$ cat src/rtl/tick_uart_tx.sv
// tick_uart_tx: counts timer tick strobes and sends each new 8-bit count
// as a UART 8N1 frame on txd. A one-deep pending flag holds a tick that
// arrives while a frame is in flight; further ticks raise overrun.
module tick_uart_tx #(
  parameter int unsigned BAUD_DIV = 4
) (
  input  logic       clk_in,
  input  logic       reset,
  input  logic       tick,
  output logic       txd,
  output logic       busy,
  output logic [7:0] count,
  output logic       overrun
);

  localparam int unsigned BW = (BAUD_DIV > 1) ? $clog2(BAUD_DIV) : 1;
  localparam logic [BW-1:0] BAUD_LAST = BW'(BAUD_DIV - 1);

  typedef enum logic [1:0] {
    S_IDLE,
    S_START,
    S_DATA,
    S_STOP
  } state_t;

  state_t        state;
  logic          pending;
  logic [BW-1:0] baud_cnt;
  logic [2:0]    bit_idx;
  logic [7:0]    shreg;

  logic [7:0]    count_next;
  logic          bit_end;

  // Post-increment count and end-of-bit-period detect
  always_comb begin
    count_next = count + {7'd0, tick};
    bit_end    = (baud_cnt == BAUD_LAST);
  end

  // Tick counter, pending/overrun tracking and the frame state machine
  always_ff @(posedge clk_in or negedge reset) begin
    if (!reset) begin
      state    <= S_IDLE;
      txd      <= 1'b1;
      busy     <= 1'b0;
      count    <= '0;
      overrun  <= 1'b0;
      pending  <= 1'b0;
      baud_cnt <= '0;
      bit_idx  <= '0;
      shreg    <= '0;
    end else begin
      count   <= count_next;
      // A tick while a frame is running and one is already queued is lost
      overrun <= tick && (state != S_IDLE) && pending;

      case (state)
        S_IDLE: begin
          if (tick) begin
            shreg    <= count_next;
            state    <= S_START;
            busy     <= 1'b1;
            txd      <= 1'b0;
            baud_cnt <= '0;
          end
        end

        S_START: begin
          if (tick) pending <= 1'b1;
          if (bit_end) begin
            baud_cnt <= '0;
            bit_idx  <= '0;
            state    <= S_DATA;
            txd      <= shreg[0];
          end else begin
            baud_cnt <= baud_cnt + BW'(1);
          end
        end

        S_DATA: begin
          if (tick) pending <= 1'b1;
          if (bit_end) begin
            baud_cnt <= '0;
            if (bit_idx == 3'd7) begin
              state <= S_STOP;
              txd   <= 1'b1;
            end else begin
              bit_idx <= bit_idx + 3'd1;
              txd     <= shreg[bit_idx + 3'd1];
            end
          end else begin
            baud_cnt <= baud_cnt + BW'(1);
          end
        end

        S_STOP: begin
          if (bit_end) begin
            baud_cnt <= '0;
            pending  <= 1'b0;
            // A tick on this very edge is treated as pending; the frame
            // payload is the post-increment count either way.
            if (pending || tick) begin
              shreg <= count_next;
              state <= S_START;
              txd   <= 1'b0;
            end else begin
              state <= S_IDLE;
              busy  <= 1'b0;
            end
          end else begin
            baud_cnt <= baud_cnt + BW'(1);
            if (tick) pending <= 1'b1;
          end
        end

        default: begin
          state <= S_IDLE;
          txd   <= 1'b1;
          busy  <= 1'b0;
        end
      endcase
    end
  end

endmodule
$ cat config.mk
export PLATFORM = sky130hd
export DESIGN_NAME = tick_uart_tx
export DESIGN_NICKNAME = d
export VERILOG_FILES = /design/src/rtl/tick_uart_tx.sv
export SDC_FILE = /design/constraint.sdc
export NUM_CORES = 1
export LEC_CHECK = 0
export CAP_MARGIN = 20
export CORE_UTILIZATION = 47
export DETAILED_ROUTE_END_ITERATION = 6
export PLACE_DENSITY_LB_ADDON = 0.15
export SKIP_CTS_REPAIR_TIMING = 1
export SLEW_MARGIN = 10
export SYNTH_ARGS = -nofsm -noshare
export SYNTH_HDL_FRONTEND = slang
export SYNTH_SLANG_ARGS = --single-unit
$ cat constraint.sdc
create_clock -name clk_in -period 1.85 [get_ports clk_in]
set_input_delay 0.37 -clock clk_in [delete_from_list [all_inputs] [get_ports clk_in]]
set_output_delay 0.37 -clock clk_in [all_outputs]
set_load 0.1 [all_outputs]
# Yosys cells after proc, flatten, opt, wreduce, memory -nomap -nowiden
# Index checks and enable logic that the tools add are counted.
# Widths: inputs -> output; s select.
# classes
n_eq_ne,13
reduce_logical,15
n_addsub,3
order_cmp,1
mux,34
# ops
operator,count
$mux 8,3
$ne 2x2->1 const B,8
$pmux 8 s2,1
$mux 2,7
$mux 1,13
$reduce_and 4->1,3
$reduce_and 5->1,2
$mux 3,3
$add 8x1->8,1
$pmux 2 s4,1
$reduce_bool 2->1,4
$eq 2x2->1 const B,3
$pmux 3 s2,1
$lt 3x4->1 const B,1
$pmux 1 s2,2
$pmux 1 s4,1
$pmux 2 s2,1
$add 3x1->3 const B,1
$bmux 1 s3,1
$eq 3x3->1 const B,1
$reduce_or 3->1,1
$add 2x1->2 const B,1
$eq 2x1->1 const B,1
$logic_and 1x1->1,2
other kinds (3),3
# word_totals
register_bits,27
out_inout_bits,11
wordCells,75

# Logic depth before layout (Yosys ltp)
# Gate-level depths: netlist of run 1.
# logic_depth
word_depth,6
depth_mapped,6
ltp_nobuf,6

# Worst setup path before layout of run 1
# Ideal clock, no wire load.
# synth_path
path_kind,register to register
from,reg count[0]
to,reg shreg[4]
setup_time_ns,0.125
t_arrival_ns,2.006
setup_slack_ns,-0.280
t_required_ns,1.725
path_stages_with_launch,6
synth_period_minus_slack_ns,2.130
n_path_buf,0
path_cell_list,dfrtp_1 > ha_1 > ha_1 > nand3_1 > xnor2_1 > mux2_2
# synth_between
elab_chain_cells,4
word_cells_on_any_way,5
# synth_lines
element,line,rtl
"start, declared",12,"output logic [7:0] count,"
"start signal, assigned",54,count <= count_next;
$add 8x1->8 *,37,"count_next = count + {7'd0, tick};"
named net count_next[4],32,logic [7:0] count_next;
$mux 8,103,if (pending || tick) begin
$mux 8,98,if (bit_end) begin
$pmux 8 s2 *,58,case (state)
"end signal, assigned",61,shreg <= count_next;
"end signal, assigned",104,shreg <= count_next;
"end, declared",30,logic [7:0] shreg;
# Mark *: on every way through the listed nets, which the timed path passes. The rest lies on a longest branch. The select of a mux whose other input is x is not followed.
# A chain may end at the register's enable or synchronous reset.

# Worst setup path in the final report of run 1
# layout_path
from,reg bit_idx[1]
to,reg txd
# layout_between
elab_chain_cells,6
word_cells_on_any_way,7
# layout_lines
element,line,rtl
"start, declared",29,logic [2:0] bit_idx;
"start signal, assigned",89,bit_idx <= bit_idx + 3'd1;
$add 3x1->3,90,txd <= shreg[bit_idx + 3'd1];
$bmux 1 s3,90,
$mux 1 (not written as such),90,
$mux 1 *,85,if (bit_idx == 3'd7) begin
$mux 1 *,83,if (bit_end) begin
$pmux 1 s4 *,58,
"end signal, assigned",75,txd <= shreg[0];
"end signal, assigned",90,
"end, declared",10,"output logic txd,"
# Mark *: on every way between the ends. The rest lies on a longest branch, timed or not. The select of a mux whose other input is x is not followed.

==> flow_summary.ini, run 1 <==
[job]
maxCapViolCount = 0

[logic_synthesis]
syn-num-nets = 126
yosysSeqAreaShare_pct = 48.96
syn_area_mm2 = 0.001383
synth_edf_count = 0
synth_area_per_cell_um2 = 12.24
yosysUniqueCellTypes = 38
synth-seq-cells = 27
async_flop_share_pct = 100.0
syn_inst = 113
synth_flop_cell = dfrtp_1
ys_warn_count = 0

[layout]
syn2layout_area_growth_pct = 28.33
regArea_um2 = 684.4
final_layout_size_suffix_gt1_share_pct = 37.14
nFillCells = 227
diodes = 0
nNetsFinal = 154
multiInputGateArea_um2 = 678.2
fin_util_pct = 63.79

[global_route]
grt_pass1_vias = 966
grtUsageTotal_pct = 19.06
overflow = 0
grt_max_degree = 28
grt_pass1_wl_um = 4602
antenna_found_initial = 0

[sta]
hold_viol = 0
period_minus_slack_ps = 1774
skew_ps = 4.784
maxSlewViolCount = 0
post-route-period-util_pct = 95.88
relSlewSlack_pct = 75.28
setup_slack_ps = 76.15
rsz0062_at_grt = no
setup_violations = 0
tightest_slew_ps = 367.0
fmax_ghz = 0.5637

[placement]
preCtsSetupSlack_ps = -61.24
gp_congestion = 0.7098
dpl.hpwl_um = 1996
port_buffers = 13

[route]
drt_iter0_markers = 13
route.vias.total = 983
wl_per_cell_um = 15.54
dr.pass1.iters = 4
drt_wl_total_um = 2658
drc_errors = 0
ant_nets = 0
routed_via_density = 5.749

[floorplan]
ios = 14
initial_core_util_pct = 49.71
core-area_mm2 = 0.002781
die_h_um = 56.24
die_w_um = 56.24
std_cell_rows = 19
dieArea_mm2 = 0.003162

[min_path]
min_path_type = in -> async

[clock_network]
cts-root-buf = clkbuf_4
clk_pin_slew_ps = 150
clk_latency_ps = 330
cts_tree = done
cts_made_buffers = 3
clockBufferDepth = 2
htreeDepth = 1
clock-sinks = 27

[critical_path]
critPathCaptureType = flop
r2r_cells = 5
timing.rr.end = txd
critPathMaxFanout = 4
criticalPathCategory = reg -> reg
cp_data_arrival_time_ps = 2050
timing.rr.start = bit_idx[1]
required_ps = 2120
rrSetupSlack_ps = 80
crit_path_start_kind = flop

[outcome]
outcome = finished clean
==> layout make-up <==
| class | count | area share, % |
|---|---|---|
| sequential | 27 | 38.58 |
| multi-input combinational | 79 | 38.22 |
| timing repair buffer | 24 | 18.19 |
| tap | 31 | 2.186 |
| clock buffer | 3 | 1.269 |
| inverter | 6 | 1.269 |
| clock inverter | 1 | 0.2821 |
==> how the worst max path moves through the flow <==
stage | startpoint | to | slack, ps | cells after the start
6_report | bit_idx[1] | txd | 80 | 5
5_1_grt | state[0] | shreg[1] | 20 | 7
4_1_cts | bit_idx[1] | txd | 70 | 5
3_5_place_dp | tick | shreg[6] | -60 | 6
3_3_place_gp | tick | shreg[4] | -30 | 6
2_1_floorplan | count[0] | shreg[6] | 30 | 5
==> layer usage <==
layer	part of all wire [%]	GRT usage [%]
met5	0	0
met4	1.4	6.272
met3	2.6	3.023
met2	47	29.42
met1	49	27.52
==> registers in the layout, summed over array words and instances (netlist names) <==
name / flops
bit_idx: 3
state: 2
shreg: 8
baud_cnt: 2
txd: 1
busy: 1
count: 8
pending: 1
overrun: 1
==> cell families after synthesis <==
kind of cell | count (synthesis) | share of synthesized area [%]
xor gates and xnor gates | 6 | 3.801
adders and majority gates | 10 | 9.050
muxes | 14 | 12.22
buffers and inverters | 7 | 1.990
and+or+nand+nor | 24 | 9.232
AOI/OAI and AO/OA | 25 | 14.75
DFF | 27 | 48.96
==> metrics by stage <==
step | hold slack (ps) | area (µm²) | TNS [ps] | std cells
after detailed placement | 496.2 | 1732 | -105.5 | 165
after CTS | 388.5 | 1759 | 0 | 169
after global routing | 394.4 | 1774 | 0 | 171
after floorplan | 74.41 | 1390 | 0 | 113
final | 381.8 | 1774 | 0 | 171
after global placement | 483.8 | 1732 | -65.20 | 165
==> synthesized netlist by cell type, types with 2 or more instances <==
library cell / n / share of area, %
mux2_2: 9 / 7.3
a22o_1: 3 / 1.9
nand2_1: 6 / 1.6
nor2_1: 2 / 0.54
mux2i_1: 3 / 2.2
o21ai_0: 6 / 2.2
dfrtp_1: 26 / 47
and3_1: 3 / 1.4
inv_1: 6 / 1.6
xnor2_1: 5 / 3.2
ha_1: 10 / 9.0
nand3_1: 6 / 2.2
o21ba_2: 2 / 1.4
o21ai_2: 2 / 1.3
==> layout by cell type (no fill, tap or decap), drive strengths merged, types with 4 or more instances in the layout <==
cell   synthesis  final
inv            6      6
mux2          10     10
dfrtp         26     26
o21ai          8      8
nand3          6      6
ha            10     10
nand2          7      7
xnor2          5      5
a22o           4      4
buf            1     22
==> critical path: stages (launching register included) <==
cell,delay (ps)
dfrtp_1,430
ha_1,200
ha_1,370
mux4_2,330
a211oi_1,290
o2bb2ai_1,90
Power of run 1 is not shown: default switching activity piles up to over one toggle a cycle in this logic, so the estimate is an artifact.
==> inputs of run 2 (changes only) <==
clock period = 1.4 ns   (was 1.85 ns; I/O delays follow)
==> run 2 against run 1 <==
Global-route usage grew 0.10 points. The run now ends with negative setup slack left. Cell area grew 19%. Die area is the same. First-iteration DRC count grew 85%. Hold slack lost 80 ps. Critical path depth grew 1. Sequential share of layout area shrank 5.6 points. Non-clock buffer count grew 18. Clock skew shrank 0.62 ps. Count of clock-buffer cells in the layout is the same.
==> flow_summary.ini, run 2 (synthesis results as in run 1) <==
[critical_path]
r2r_cells = 6
worstPathCellList = ha_4 > nand2_4 > nor2_4 > a22oi_4 > buf_12 > mux2_2
cp_data_arrival_time_ps = 1840
crit_path_start_kind = flop
slowest_stage = dfrtp_2
criticalPathCategory = reg -> reg
rrSetupSlack_ps = -200
critical_path.max_stage_delay_ps = 490
critPathMaxFanout = 8
required_ps = 1640
timing.rr.start = state[0]
critPathCaptureType = flop
timing.rr.end = shreg[7]

[floorplan]
dieArea_mm2 = 0.003162
core-area_mm2 = 0.002781
die_h_um = 56.24
std_cell_rows = 19
die_w_um = 56.24
initial_core_util_pct = 49.71
ios = 14

[outcome]
violations = negative setup slack
outcome = finished, violations left

[placement]
dpl.hpwl_um = 2032
gp_congestion = 0.7486
port_buffers = 13

[global_route]
grt_pass1_vias = 1077
antenna_found_initial = 0
grt_pass1_wl_um = 4719
grt_max_degree = 28
overflow = 0
grtUsageTotal_pct = 19.16

[sta]
setup_violations = 14
rsz0062_at_grt = yes
post-route-period-util_pct = 114.4
relSlewSlack_pct = 76.58
tightest_slew_ps = 351.4
fmax_ghz = 0.6246
fin_hold_ws_ps = 302.1
maxSlewViolCount = 0
hold_viol = 0
period_minus_slack_ps = 1601
skew_ps = 4.160
setup_slack_ps = -201.0

[layout]
layout_commonest_cell = buf_4
largest_registers = count (8), shreg (8), bit_idx (3)
syn2layout_area_growth_pct = 53.30
nNetsFinal = 172
layout_common_cells = 24 x buf_4, 17 x dfrtp_1, 12 x buf_12
diodes = 0
fin_util_pct = 76.20
final_layout_size_suffix_gt1_share_pct = 56.96

[route]
dr.pass1.iters = 4
drt_iter0_markers = 24
routed_via_density = 5.497
wl_per_cell_um = 14.70
drc_errors = 0
drt_wl_total_um = 2779
ant_nets = 0
route.vias.total = 1039

[clock_network]
cts_tree = done
clk_latency_ps = 330
clockBufferDepth = 2
cts_made_buffers = 3
clk_pin_slew_ps = 160
clock-sinks = 27
cts-root-buf = clkbuf_4
htreeDepth = 1

[min_path]
min_path_type = in -> async

[job]
maxCapViolCount = 0
==> run 2: cell type report <==
type / instances / area (µm²)
multi-input combinational: 79 / 839.6
sequential: 27 / 698.2
fill: 179 / 661.9
clock inverter: 1 / 7.507
clock buffer: 3 / 22.52
tap: 31 / 38.79
timing repair buffer: 42 / 485.5
inverter: 6 / 27.53
==> run 2: layer usage <==
metal / share of wire, % / GRT usage [%] / vias up / routed length, µm
li1: - / - / 504 / -
met5: 0 / 0 / - / 0
met2: 47 / 29.59 / 12 / 1309
met3: 2.1 / 3.256 / 6 / 59
met4: 1.7 / 6.620 / 0 / 48
met1: 49 / 27.31 / 517 / 1361
==> run 2: worst max-delay path by stage <==
stage,endpoint,startpoint,slack (ps)
6_report,shreg[7],state[0],-200
2_1_floorplan,shreg[7],count[0],-220
4_1_cts,shreg[7],state[1],-220
3_5_place_dp,shreg[4],tick,-360
5_1_grt,txd,bit_idx[0],-230
3_3_place_gp,shreg[4],tick,-320
==> run 2: through the flow <==
step / instance area [µm²] / worst slack (ps) / instances / TNS (ps)
5_1_grt: 2120 / -233.9 / 189 / -2560
4_1_cts: 2001 / -219.7 / 183 / -2346
6_report: 2120 / -201.0 / 189 / -1869
3_3_place_gp: 1971 / -324.3 / 179 / -3966
3_5_place_dp: 1971 / -364.4 / 179 / -4679
2_1_floorplan: 1511 / -216.2 / 113 / -1464
==> run 2: worst max-delay path, delay by kind of cell, from the launching register on <==
family	cells	cell delay [ps]
flops	1	490
fa+ha+maj	1	210
buf+inv	1	160
compound gates	1	200
mux	1	330
simple gates	2	120
Power of run 2 is left out for the same reason.
